File: config.mk
export PLATFORM = sky130hd
export DESIGN_NAME = c2_adder_arbiter_flat
export DESIGN_NICKNAME = d
export VERILOG_FILES = /design/src/rtl/c2_adder_arbiter_pkg.sv /design/src/rtl/c2_adder_arbiter_if.sv /design/src/rtl/c2_adder_arbiter_rr_pick.sv /design/src/rtl/c2_adder_arbiter.sv /design/src/flat_wrapper.sv
export SDC_FILE = /design/constraint.sdc
export NUM_CORES = 1
export LEC_CHECK = 0
export ABC_AREA = 1
export BUFFER_PORTS_ARGS = -buffer_cell sky130_fd_sc_hd__buf_2
export CORE_MARGIN = 2
export CORE_UTILIZATION = 51
export DETAILED_ROUTE_END_ITERATION = 6
export PLACE_DENSITY = 0.86
export REMOVE_ABC_BUFFERS = 1
export SLEW_MARGIN = 40
export SYNTH_ARGS = -nofsm -noshare
export SYNTH_HDL_FRONTEND = slang
export SYNTH_HIERARCHICAL = 1
export SYNTH_SLANG_ARGS = --single-unit
File: constraint.sdc
create_clock -name clk -period 3.65 [get_ports clk]
set_input_delay 0.5475 -clock clk [delete_from_list [all_inputs] [get_ports clk]]
set_output_delay 0.5475 -clock clk [all_outputs]
set_load 0.01 [all_outputs]
File: src/rtl/c2_adder_arbiter_pkg.sv
// c2_arb_pkg: shared types and defaults for the c2_adder_arbiter slice.
// Optional feature macro used elsewhere in the slice: C2ARB_OVF_EN.
package c2_arb_pkg;

   typedef enum logic [1:0] {
      IDLE  = 2'd0,
      ISSUE = 2'd1,
      RESP  = 2'd2
   } state_t;

   localparam int C2ARB_NREQ = 4;
   localparam int C2ARB_SIZE = 5;

   // Width of the round-robin pointer / requester index for n requesters.
   function automatic int idx_w(input int n);
      return (n > 1) ? $clog2(n) : 1;
   endfunction

endpackage

File: src/rtl/c2_adder_arbiter_if.sv
// Requester, response and shared-adder signals of the c2_adder_arbiter.
// slave = the arbiter side, master = the requesters plus the shared adder.
interface c2_adder_arbiter_if
   import c2_arb_pkg::*;
   #(parameter int NREQ = C2ARB_NREQ,
     parameter int SIZE = C2ARB_SIZE);

   logic [NREQ-1:0]      req_valid;
   logic [NREQ*SIZE-1:0] req_a;
   logic [NREQ*SIZE-1:0] req_b;
   logic [NREQ-1:0]      req_ready;
   logic [SIZE-1:0]      add_a;
   logic [SIZE-1:0]      add_b;
   logic [SIZE-1:0]      add_sum;
   logic [NREQ-1:0]      resp_valid;
   logic [NREQ-1:0]      resp_ready;
   logic [SIZE-1:0]      resp_sum;
   logic                 resp_ovf;
   logic                 busy;

   modport slave (
      input  req_valid, req_a, req_b, add_sum, resp_ready,
      output req_ready, add_a, add_b, resp_valid, resp_sum, resp_ovf, busy
   );

   modport master (
      output req_valid, req_a, req_b, add_sum, resp_ready,
      input  req_ready, add_a, add_b, resp_valid, resp_sum, resp_ovf, busy
   );

endinterface

File: src/rtl/c2_adder_arbiter_rr_pick.sv
// rr_pick: combinational round-robin picker. Chooses the first set request
// at or above ptr, wrapping modulo NREQ.
module rr_pick #(
   parameter int NREQ = 4,
   parameter int PW   = 2
) (
   input  logic [NREQ-1:0] req,
   input  logic [PW-1:0]   ptr,
   output logic [NREQ-1:0] gnt,
   output logic [PW-1:0]   idx,
   output logic            any
);

   localparam logic [PW:0] NREQ_W = (PW+1)'(NREQ);

   // Rotating a doubled copy right by ptr puts requester ptr at bit 0.
   logic [2*NREQ-1:0] dbl;
   logic [NREQ-1:0]   rot;
   logic [PW-1:0]     off;
   logic [PW:0]       wsum;

   assign dbl = {req, req} >> ptr;
   assign rot = dbl[NREQ-1:0];

   // Lowest set offset from ptr wins; index is mapped back modulo NREQ.
   always_comb begin
      any  = |req;
      off  = '0;
      gnt  = '0;
      for (int k = NREQ-1; k >= 0; k--) begin
         if (rot[k]) off = k[PW-1:0];
      end
      wsum = {1'b0, ptr} + {1'b0, off};
      if (wsum >= NREQ_W) wsum = wsum - NREQ_W;
      idx = wsum[PW-1:0];
      if (any) gnt[idx] = 1'b1;
   end

endmodule

File: src/rtl/c2_adder_arbiter.sv
// c2_adder_arbiter: round-robin sequencer sharing one external SIZE-bit
// adder among NREQ requesters, one operation in flight at a time.
// Optional feature: define C2ARB_OVF_EN to register two's-complement
// overflow on resp_ovf; otherwise resp_ovf is tied low.
module c2_adder_arbiter
   import c2_arb_pkg::*;
   #(parameter int NREQ = C2ARB_NREQ,
     parameter int SIZE = C2ARB_SIZE)
   (
   input  logic               clk,
   input  logic               rst,
   c2_adder_arbiter_if.slave  bus
   );

   localparam int          PW     = idx_w(NREQ);
   localparam logic [PW:0] NREQ_W = (PW+1)'(NREQ);

   state_t               state;
   logic [PW-1:0]        ptr;
   logic [PW-1:0]        gsel;
   logic [NREQ-1:0]      gsel_oh;
   logic signed [SIZE-1:0] add_a_q;
   logic signed [SIZE-1:0] add_b_q;
   logic [SIZE-1:0]      sum_q;
   logic [NREQ-1:0]      rvld_q;
   logic                 busy_q;

   logic [NREQ-1:0]      gnt;
   logic [PW-1:0]        gidx;
   logic                 gany;

   rr_pick #(.NREQ(NREQ), .PW(PW)) u_pick (
      .req (bus.req_valid),
      .ptr (ptr),
      .gnt (gnt),
      .idx (gidx),
      .any (gany)
   );

   // Pointer advance past the requester just served, wrapping at NREQ.
   function automatic logic [PW-1:0] next_ptr(input logic [PW-1:0] g);
      logic [PW:0] inc;
      inc = {1'b0, g} + 1'b1;
      return (inc == NREQ_W) ? '0 : inc[PW-1:0];
   endfunction

`ifdef C2ARB_OVF_EN
   logic ovf_q;

   // Same-sign operands producing an opposite-sign sum overflowed.
   function automatic logic ovf_of(input logic [SIZE-1:0] a,
                                   input logic [SIZE-1:0] b,
                                   input logic [SIZE-1:0] s);
      return (a[SIZE-1] == b[SIZE-1]) && (s[SIZE-1] != a[SIZE-1]);
   endfunction

   assign bus.resp_ovf = ovf_q;
`else
   assign bus.resp_ovf = 1'b0;
`endif

   // Grant is only offered from IDLE and never while reset is held.
   assign bus.req_ready  = (state == IDLE && rst) ? gnt : '0;
   assign bus.add_a      = add_a_q;
   assign bus.add_b      = add_b_q;
   assign bus.resp_valid = rvld_q;
   assign bus.resp_sum   = sum_q;
   assign bus.busy       = busy_q;

   // Accept -> issue to adder -> hold result until the requester takes it.
   always_ff @(posedge clk or negedge rst) begin
      if (!rst) begin
         state   <= IDLE;
         ptr     <= '0;
         gsel    <= '0;
         gsel_oh <= '0;
         add_a_q <= '0;
         add_b_q <= '0;
         sum_q   <= '0;
         rvld_q  <= '0;
         busy_q  <= 1'b0;
`ifdef C2ARB_OVF_EN
         ovf_q   <= 1'b0;
`endif
      end else begin
         case (state)
            IDLE: begin
               if (gany) begin
                  add_a_q <= bus.req_a[gidx*SIZE +: SIZE];
                  add_b_q <= bus.req_b[gidx*SIZE +: SIZE];
                  gsel    <= gidx;
                  gsel_oh <= gnt;
                  busy_q  <= 1'b1;
                  state   <= ISSUE;
               end
            end
            ISSUE: begin
               sum_q  <= bus.add_sum;
`ifdef C2ARB_OVF_EN
               ovf_q  <= ovf_of(add_a_q, add_b_q, bus.add_sum);
`endif
               rvld_q <= gsel_oh;
               state  <= RESP;
            end
            RESP: begin
               if (|(bus.resp_ready & gsel_oh)) begin
                  rvld_q <= '0;
                  ptr    <= next_ptr(gsel);
                  busy_q <= 1'b0;
                  state  <= IDLE;
               end
            end
            default: state <= IDLE;
         endcase
      end
   end

endmodule

File: src/flat_wrapper.sv
// flat-port wrapper written by rule: the top's interface ports become plain ports
module c2_adder_arbiter_flat import c2_arb_pkg::*;
#(parameter int NREQ = C2ARB_NREQ,
     parameter int SIZE = C2ARB_SIZE)
  (clk, rst, bus_req_valid, bus_req_a, bus_req_b, bus_add_sum, bus_resp_ready, bus_req_ready, bus_add_a, bus_add_b, bus_resp_valid, bus_resp_sum, bus_resp_ovf, bus_busy);
  c2_adder_arbiter_if #(.NREQ(NREQ), .SIZE(SIZE)) bus_i ();
  input  logic clk;
  input  logic rst;
  input wire logic [$bits(bus_i.req_valid)-1:0] bus_req_valid;
  input wire logic [$bits(bus_i.req_a)-1:0] bus_req_a;
  input wire logic [$bits(bus_i.req_b)-1:0] bus_req_b;
  input wire logic [$bits(bus_i.add_sum)-1:0] bus_add_sum;
  input wire logic [$bits(bus_i.resp_ready)-1:0] bus_resp_ready;
  output wire logic [$bits(bus_i.req_ready)-1:0] bus_req_ready;
  output wire logic [$bits(bus_i.add_a)-1:0] bus_add_a;
  output wire logic [$bits(bus_i.add_b)-1:0] bus_add_b;
  output wire logic [$bits(bus_i.resp_valid)-1:0] bus_resp_valid;
  output wire logic [$bits(bus_i.resp_sum)-1:0] bus_resp_sum;
  output wire logic [$bits(bus_i.resp_ovf)-1:0] bus_resp_ovf;
  output wire logic [$bits(bus_i.busy)-1:0] bus_busy;
  assign bus_i.req_valid = bus_req_valid;
  assign bus_i.req_a = bus_req_a;
  assign bus_i.req_b = bus_req_b;
  assign bus_i.add_sum = bus_add_sum;
  assign bus_i.resp_ready = bus_resp_ready;
  assign bus_req_ready = bus_i.req_ready;
  assign bus_add_a = bus_i.add_a;
  assign bus_add_b = bus_i.add_b;
  assign bus_resp_valid = bus_i.resp_valid;
  assign bus_resp_sum = bus_i.resp_sum;
  assign bus_resp_ovf = bus_i.resp_ovf;
  assign bus_busy = bus_i.busy;
  c2_adder_arbiter #(.NREQ(NREQ), .SIZE(SIZE)) u_core (.clk(clk), .rst(rst), .bus(bus_i));
endmodule
==> impl_metrics.ini, run 1 <==
[status]
outcome = completed

[timing]
max_slew_margin_pct = 51.9
hold_violations = 0
worst_pin_slew_ns = 0.720
final_min_period_over_clock_period_pct = 80.0
unrepaired_setup_endpoints_after_global_routing = no
final.setup_skew_ns = 0.0157
setup_violations = 0
fin_setup_tns_ns = 0
final-max-slew-violation-count = 0
final.hold.worst_slack_ns = 0.217
layout_min_cycle_time_ns = 2.92
fmaxAchievable_mhz = 343

[place]
place_hpwl_um = 3260
io_buffer_count = 78
place.gp.congestion = 0.813
placed_area_mm2 = 0.00225

[setup_path]
worst_r2r_path_depth = 13
required_time_at_the_endpoint_of_the_critical_path_ns = 3.10
crit_path_start_kind = flip-flop
cp.arrival_ns = 2.37
timing.critical_path.to_type = output pin
crit_path_max_fanout = 7
setup.worst_path.class = reg2out

[cells_and_area]
finalNetCount = 397
num-fill-cells = 324
finalInstanceArea_mm2 = 0.00233
antennaDiodeCount = 0
areaGrowthSynthToFinish_pct = 25.4
layout-drive-gt1-share_pct = 31.8
final_util_pct = 68.1

[min_path]
min-delay-path-class = in2async

[logic_synthesis]
netlist_area_mm2 = 0.00186
synth_async_sr_flop_share_pct = 100
synthTopCellsByCount = sky130_fd_sc_hd__nand2_1, sky130_fd_sc_hd__nor2_1, sky130_fd_sc_hd__o21ai_1
synth_seq_area_share_pct = 40.5
synth_top_area_cell = sky130_fd_sc_hd__dfrtp_1
synthTopCellsByArea = sky130_fd_sc_hd__dfrtp_1, sky130_fd_sc_hd__nand2_1, sky130_fd_sc_hd__o21ai_1, sky130_fd_sc_hd__nor2_1, sky130_fd_sc_hd__ha_1
yosys_most_used_dff = sky130_fd_sc_hd__dfrtp_1
ys_ff_latch = 30
cell_count_after_synthesis = 258
yosysMostFrequentCell = sky130_fd_sc_hd__nand2_1
synth_enable_flop_cells = 0
yosys.area.top_type_share_pct = 40.5
ys_types = 25
avgSynthCellArea_um2 = 7.19
synth.yosys.warnings = 6

[clocking]
resized_cells_post_cts = 0
ctsLongestPathBuffers = 2
cts_buf_count = 5
cts_post_setup_buffers_inserted = 0
cts-root-buf = sky130_fd_sc_hd__clkbuf_4
worst_path_clk_slew_ns = 0.10
cts_tree = yes
htreeDepth = 2
clock_latency_ns = 0.32
ctsHoldBuffers = 0
cts_num_sinks = 30

[job]
maxCapViolations = 0

[power]
powerDensity_mw_per_mm2 = 1030
vdd_ir_drop_max_v = 0.000692
power.total_mw = 2.40
p_leak_nw = 1.31

[global_route]
grt_pass1_vias = 1783
grt_usage_pct = 22.2
first_pass_grt_wire_length_um = 7360
overflow = 0
initial_antenna_violation_count = 0
grt_max_degree = 32

[detailed_routing]
postRouteAntennaNets = 0
drt_drc_violations_left = 0
avgRoutedWirePerCell_um = 11.0
finalWirelength_um = 4220
detailed_route_via_count = 1914
detail_route.iter0.violations = 106
detail_route.vias_per_cell = 5.01
detail_route.first_pass.iterations = 4

[floorplan]
die-area_mm2 = 0.00414
std_cell_rows = 21
pin_count = 80
initial_utilization_pct = 54.3
coreArea_mm2 = 0.00342
chipHeight_um = 64.3
die_x_um = 64.3
## critical path, cell delays in order (launching register included)
cell and delay (ns):
sky130_fd_sc_hd__dfrtp_1 0.49, sky130_fd_sc_hd__inv_2 0.09, sky130_fd_sc_hd__nand2_1 0.08, sky130_fd_sc_hd__nand3_1 0.07, sky130_fd_sc_hd__nand2_1 0.10, sky130_fd_sc_hd__nand3_1 0.07
sky130_fd_sc_hd__a21boi_0 0.16, sky130_fd_sc_hd__ha_1 0.19, sky130_fd_sc_hd__xnor2_1 0.16, sky130_fd_sc_hd__inv_1 0.11, sky130_fd_sc_hd__nand2_4 0.10, sky130_fd_sc_hd__nand2_4 0.06
sky130_fd_sc_hd__nor2_1 0.08, sky130_fd_sc_hd__inv_1 0.06, sky130_fd_sc_hd__nor2_1 0.11, sky130_fd_sc_hd__buf_2 0.14
## final cells by class
class / instances / area, um2 / area share (%)
Timing Repair Buffer: 80 / 405 / 17.4
Sequential cell: 30 / 751 / 32.3
Clock buffer: 8 / 78.8 / 3.39
Tap cell: 46 / 57.6 / 2.47
Multi-Input combinational cell: 199 / 962 / 41.3
Inverter: 19 / 72.6 / 3.12
## power by group
group	internal [mW]	switching, mW	leakage, nW	total, mW
combinational	0.583	0.981	0.890	1.56
clock	0.132	0.111	0.0446	0.242
sequential	0.491	0.0996	0.371	0.590
## through the flow
step                      std cells  worst slack [ns]
after floorplan                 248              1.14
after global placement          374              1.03
after detailed placement        374             0.946
after CTS                       382             0.716
after global routing            382             0.486
final                           382             0.730
## path summary, 6_finish.rpt
path / start / to / slack (ns)
setup / recovery: u_core/ptr[0] / bus_req_ready[1] / 0.73
min in group clk: bus_add_sum[4] / u_core/bus.resp_sum[4] / 0.46
setup reg to reg: u_core/ptr[0] / u_core/bus.add_a[0] / 1.20
max in group asynchronous: rst / u_core/bus.resp_sum[1] / 3.15
hold reg to reg: u_core/bus.resp_valid[2] / u_core/bus.resp_valid[2] / 0.49
hold / removal: rst / u_core/state[0] / 0.22
## kinds of logic (layout without fill, tap and decap cells)
logic type,after synthesis,in the layout,synth area share [%]
AND/OR/NAND/NOR,145,145,32.5
AO/OA/AOI/OAI,40,40,10.9
flip-flops,30,30,40.5
buffers and inverters,29,107,7.69
adder cells (fa/ha/maj),7,7,4.72
multiplexers,5,5,3.03
other,1,1,0.202
XOR/XNOR,1,1,0.472
## placed cells by master, fill, tap and decap left out, types with 3 or more instances in the layout
master | synthesis | layout
sky130_fd_sc_hd__nor2_1 | 40 | 40
sky130_fd_sc_hd__mux2_2 | 5 | 5
sky130_fd_sc_hd__clkbuf_4 | 0 | 5
sky130_fd_sc_hd__dfrtp_1 | 30 | 30
sky130_fd_sc_hd__buf_2 | 5 | 78
sky130_fd_sc_hd__ha_1 | 7 | 7
sky130_fd_sc_hd__inv_1 | 13 | 13
sky130_fd_sc_hd__nand2_2 | 3 | 3
sky130_fd_sc_hd__inv_2 | 5 | 5
sky130_fd_sc_hd__nand2_1 | 81 | 81
sky130_fd_sc_hd__clkbuf_8 | 0 | 3
sky130_fd_sc_hd__nand3_1 | 15 | 15
sky130_fd_sc_hd__o21ai_1 | 35 | 35
sky130_fd_sc_hd__a21oi_1 | 3 | 3
## per-layer routing
metal	wire [um]	vias up	global-route usage, %
met4	17	0	4.52
met2	2000	59	38.5
li1	-	974	-
met5	0	-	0
met3	323	2	7.39
met1	1880	879	26.9
## registers in the layout (all words and copies together), names as in the netlist
name,count
u_core/bus.add_b,5
u_core/state,2
u_core/bus.resp_sum,5
u_core/bus.busy,1
u_core/gsel_oh,4
u_core/bus.add_a,5
u_core/bus.resp_valid,4
u_core/gsel,2
u_core/ptr,2
No activity file was read; power rests on OpenSTA's default activity.
==> run 2, diff against run 1 <==
CORE_UTILIZATION = 43   (was 51)
PLACE_DENSITY = 0.77   (was 0.86)
clock period = 2.6 ns   (was 3.65 ns; I/O delays follow)
==> impl_metrics.ini, run 2 (synthesis gave the netlist of run 1 again) <==
[global_route]
overflow = 0
initial_antenna_violation_count = 0
grt_pass1_vias = 1729
grt_max_degree = 31
grt_usage_pct = 18.7
first_pass_grt_wire_length_um = 7390

[floorplan]
die-area_mm2 = 0.00486
coreArea_mm2 = 0.00409
initial_utilization_pct = 45.4
pin_count = 80
chipHeight_um = 69.7
std_cell_rows = 23
die_x_um = 69.7

[cells_and_area]
areaGrowthSynthToFinish_pct = 33.4
finalNetCount = 402
finalInstanceArea_mm2 = 0.00247
layout-drive-gt1-share_pct = 39.0
layout_commonest_cell = sky130_fd_sc_hd__buf_2
num-fill-cells = 381
fin_cells = 391
antennaDiodeCount = 0
final_util_pct = 60.6
layout_common_cells = sky130_fd_sc_hd__buf_2, sky130_fd_sc_hd__nand2_1, sky130_fd_sc_hd__nor2_1

[detailed_routing]
detail_route.vias_per_cell = 4.92
detail_route.first_pass.iterations = 4
avgRoutedWirePerCell_um = 11.5
finalWirelength_um = 4500
drt_drc_violations_left = 0
postRouteAntennaNets = 0
detailed_route_via_count = 1924
detail_route.iter0.violations = 71

[setup_path]
crit_path_max_fanout = 7
crit_path_top_delay_cell = sky130_fd_sc_hd__dfrtp_2
crit_path_start_kind = flip-flop
cp.arrival_ns = 2.19
required_time_at_the_endpoint_of_the_critical_path_ns = 2.21
setup.worst_path.class = reg2out
timing.critical_path.to_type = output pin
critical_path.max_stage_delay_ns = 0.46
timing.critical_path.cells = inv_2, nand2_1, nand3_2, nand3_2, a21boi_2, ha_2, xnor2_4, inv_2, nand2_4, nand2_4, nor2_2, inv_1, nor2_1, buf_2

[status]
outcome = completed

[timing]
final_min_period_over_clock_period_pct = 99.1
fin_setup_tns_ns = 0
final-max-slew-violation-count = 0
hold_violations = 0
unrepaired_setup_endpoints_after_global_routing = yes
final.setup_skew_ns = 0.00487
layout_min_cycle_time_ns = 2.58
timing.final.ws_setup_ns = 0.0241
fmaxAchievable_mhz = 388
setup_violations = 0
final.hold.worst_slack_ns = 0.150

[clocking]
ctsLongestPathBuffers = 2
cts-root-buf = sky130_fd_sc_hd__clkbuf_8
clock_latency_ns = 0.28
cts_num_sinks = 30
cts_tree = yes
cts_buf_count = 5
ctsHoldBuffers = 0
htreeDepth = 2
worst_path_clk_slew_ns = 0.06

[place]
place_hpwl_um = 3250
dp_cells = 379
placement.setup.worst_slack_ns = 0.204
place.gp.congestion = 0.833
io_buffer_count = 78
placed_area_mm2 = 0.00226

[power]
p_leak_nw = 1.35
power.total_mw = 3.71
vdd_ir_drop_max_v = 0.000547
powerDensity_mw_per_mm2 = 1500

[job]
maxCapViolations = 0

[min_path]
min-delay-path-class = in2async
run 2: cell count changes in the layout (fill, tap and decap cells not counted), sizes merged:
| cell | before | now |
|---|---|---|
| clkbuf | 8 | 7 |
| buf | 80 | 85 |
| clkinv | 1 | 2 |
run 2: layer usage:
| metal | GRT usage [%] | routed length, um | up-vias | share of wire, % |
|---|---|---|---|---|
| met4 | 7.05 | 61 | 0 | 1.4 |
| met3 | 4.22 | 308 | 7 | 6.8 |
| li1 | - | - | 981 | - |
| met2 | 31.4 | 2110 | 77 | 47 |
| met1 | 23.5 | 2020 | 859 | 45 |
| met5 | 0 | 0 | - | 0 |
run 2: timing repair:
item	4_1_cts	5_1_grt
gates resized for setup	5	21
pin swaps	1	14
buffers inserted	1	3
endpoints found under the setup margin	4	4
run 2: cell type report:
| type | instances | area (um2) | area share, % |
|---|---|---|---|
| clock buffers | 7 | 86.3 | 3.49 |
| clock inverters | 1 | 5.00 | 0.202 |
| inverters | 19 | 72.6 | 2.93 |
| multi-input cells | 199 | 1050 | 42.5 |
| flip-flops and latches | 30 | 753 | 30.4 |
| well taps | 50 | 62.6 | 2.53 |
| repair buffers | 85 | 443 | 17.9 |
run 2: worst max-delay path, delay by kind of cell (launching register included):
kind / cells / cell delay (ns)
AND/OR/NAND/NOR: 7 / 0.56
flip-flops: 1 / 0.46
buffers and inverters: 4 / 0.36
adder cells (fa/ha/maj): 1 / 0.24
XOR/XNOR: 1 / 0.15
AO/OA/AOI/OAI: 1 / 0.14
run 2: final timing paths:
path                                                  to                startpoint  slack [ns]  cells past startpoint
worst min register to register  u_core/bus.resp_valid[3]  u_core/bus.resp_valid[3]        0.47                      2
min in group clk                  u_core/bus.resp_sum[0]            bus_add_sum[0]        0.34                      2
worst min-delay path                 u_core/bus.add_a[0]                       rst        0.15                      2
worst max register to register       u_core/bus.add_a[3]             u_core/ptr[0]        0.13                     16
worst max-delay path                    bus_req_ready[1]             u_core/ptr[0]        0.02                     14
max in group asynchronous                  u_core/ptr[1]                       rst        2.14                      2
run 2: where the power goes:
group	total, mW	switching (mW)	internal, mW
sequential	0.837	0.143	0.694
clock	0.377	0.164	0.213
combinational	2.49	1.52	0.970
total	3.71	1.83	1.88
==> run 3, diff against run 2 <==
BUFFER_PORTS_ARGS = default   (was -buffer_cell sky130_fd_sc_hd__buf_2)
CORE_UTILIZATION = 56   (was 43)
DONT_BUFFER_PORTS = 1   (was default)
PLACE_DENSITY = 0.75   (was 0.77)
==> impl_metrics.ini, run 3 (synthesis gave the netlist of run 1 again) <==
[setup_path]
cp.arrival_ns = 2.19
r2r_end = u_core/bus.add_a[2]
ff2ff_setup_slack_ns = 0.30
worst_r2r_path_depth = 16
r2r-start = u_core/ptr[0]
crit_path_max_fanout = 7
crit_path_start_kind = flip-flop
required_time_at_the_endpoint_of_the_critical_path_ns = 2.21
worst_setup_path_endpoint = bus_req_ready[2]
setup.worst_path.class = reg2out
timing.critical_path.to_type = output pin
launching_instance_or_port_of_the_critical_path = u_core/ptr[0]

[timing]
final.hold.worst_slack_ns = 0.225
final_min_period_over_clock_period_pct = 99.3
hold_violations = 0
unrepaired_setup_endpoints_after_global_routing = yes
timing.final.ws_setup_ns = 0.0193
fmaxAchievable_mhz = 387
final.setup_skew_ns = 0.0118
setup_violations = 0
final-max-slew-violation-count = 0
layout_min_cycle_time_ns = 2.58
fin_setup_tns_ns = 0

[cells_and_area]
finalNetCount = 323
areaGrowthSynthToFinish_pct = 11.3
layout_common_cells = sky130_fd_sc_hd__nand2_1, sky130_fd_sc_hd__nor2_1, sky130_fd_sc_hd__o21ai_1
num-fill-cells = 290
finalInstanceArea_mm2 = 0.00206
layout_commonest_cell = sky130_fd_sc_hd__nand2_1
antennaDiodeCount = 0
layout-drive-gt1-share_pct = 21.8

[place]
place_hpwl_um = 2800
placed_area_mm2 = 0.00186
io_buffer_count = 0
placement.setup.worst_slack_ns = 0.262
place.gp.congestion = 0.841

[clocking]
htreeDepth = 2
worst_path_clk_slew_ns = 0.09
cts-root-buf = sky130_fd_sc_hd__clkbuf_4
ctsLongestPathBuffers = 2
clock_latency_ns = 0.32
cts_num_sinks = 30
cts_buf_count = 5
cts_tree = yes

[floorplan]
pin_count = 80
std_cell_rows = 20
chipHeight_um = 61.6
die_x_um = 61.6
initial_utilization_pct = 59.8
coreArea_mm2 = 0.00310
die-area_mm2 = 0.00379

[detailed_routing]
detailed_route_via_count = 1621
detail_route.vias_per_cell = 5.30
avgRoutedWirePerCell_um = 13.4
postRouteAntennaNets = 0
detail_route.first_pass.iterations = 4
drt_drc_violations_left = 0
finalWirelength_um = 4100
detail_route.iter0.violations = 74

[global_route]
grt_usage_pct = 22.0
initial_antenna_violation_count = 0
grt_pass1_vias = 1440
overflow = 0
grt_max_degree = 31
first_pass_grt_wire_length_um = 6130

[power]
power.total_mw = 3.35
p_leak_nw = 1.02
vdd_ir_drop_max_v = 0.000799
powerDensity_mw_per_mm2 = 1620

[min_path]
min-delay-path-class = in2reg

[job]
maxCapViolations = 0

[status]
outcome = completed
==> run 3: cell types whose count changed in the layout (fill, tap and decap cells not counted), moves of 3 or more <==
cell	previous run	this run
sky130_fd_sc_hd__buf_4	7	4
sky130_fd_sc_hd__buf_2	78	0
sky130_fd_sc_hd__inv_2	8	5
sky130_fd_sc_hd__clkbuf_4	0	5
sky130_fd_sc_hd__clkbuf_8	6	1
sky130_fd_sc_hd__nor2_1	38	35
==> run 3: critical path, cell delays in order, from the launching register on <==
cell                       delay (ns)
sky130_fd_sc_hd__dfrtp_2         0.48
sky130_fd_sc_hd__inv_4           0.11
sky130_fd_sc_hd__nand2_1         0.09
sky130_fd_sc_hd__nand3_2         0.09
sky130_fd_sc_hd__nand3_2         0.08
sky130_fd_sc_hd__a21boi_2        0.15
sky130_fd_sc_hd__ha_2            0.20
sky130_fd_sc_hd__xnor2_2         0.14
sky130_fd_sc_hd__nand3_2         0.17
sky130_fd_sc_hd__a21oi_2         0.15
sky130_fd_sc_hd__inv_1           0.07
sky130_fd_sc_hd__nor2_2          0.14
==> run 3: repair_timing <==
item,in CTS,in global routing
hold buffers,2,0
endpoints found under the hold margin,30,0
gates resized for setup,6,25
endpoints found under the setup margin,4,4
buffers inserted,0,2
pin swaps,0,14
==> run 3: report_power, final <==
part | switching, mW | internal [mW] | total [mW]
combinational | 1.36 | 0.776 | 2.14
clock | 0.152 | 0.131 | 0.283
sequential | 0.243 | 0.693 | 0.935
total | 1.76 | 1.60 | 3.35
==> run 3: how the worst min path moves through the flow <==
stage	from	endpoint	slack [ns]	cells after the start
3_3_place_gp	rst	u_core/ptr[1]	0.1	0
4_1_cts	bus_add_sum[0]	u_core/bus.resp_sum[0]	0.21	1
3_5_place_dp	rst	u_core/gsel_oh[3]	0.1	0
2_1_floorplan	rst	u_core/bus.add_a[0]	0.09	0
5_1_grt	bus_add_sum[3]	u_core/bus.resp_sum[3]	0.19	1
6_report	bus_add_sum[3]	u_core/bus.resp_sum[3]	0.22	1
==> run 3: layout make-up <==
class                           instances  area (um2)  area share, %
Multi-Input combinational cell        199        1060           51.4
Tap cell                               44        55.1           2.67
Clock buffer                            7        55.1           2.67
Timing Repair Buffer                    6        60.1           2.91
Clock inverter                          1        5.00          0.242
Sequential cell                        30         753           36.5
Inverter                               19        75.1           3.64
==> run 3: stage by stage <==
step                util [%]  std cells
floorplan                  -        248
global placement        59.8        294
detailed placement      59.8        294
CTS                     63.1        304
global route            66.5        306
finish                  66.5        306
==> run 3: layer usage <==
layer  GRT usage, %  routed length (um)  vias to the layer above  share of wire [%]
li1               -                   -                      823                  -
met1           27.1                1830                      737                 45
met2           36.5                1970                       57                 48
met3           7.98                 265                        4                6.5
met4           5.78                  29                        0               0.71
met5              0                   0                        -                  0
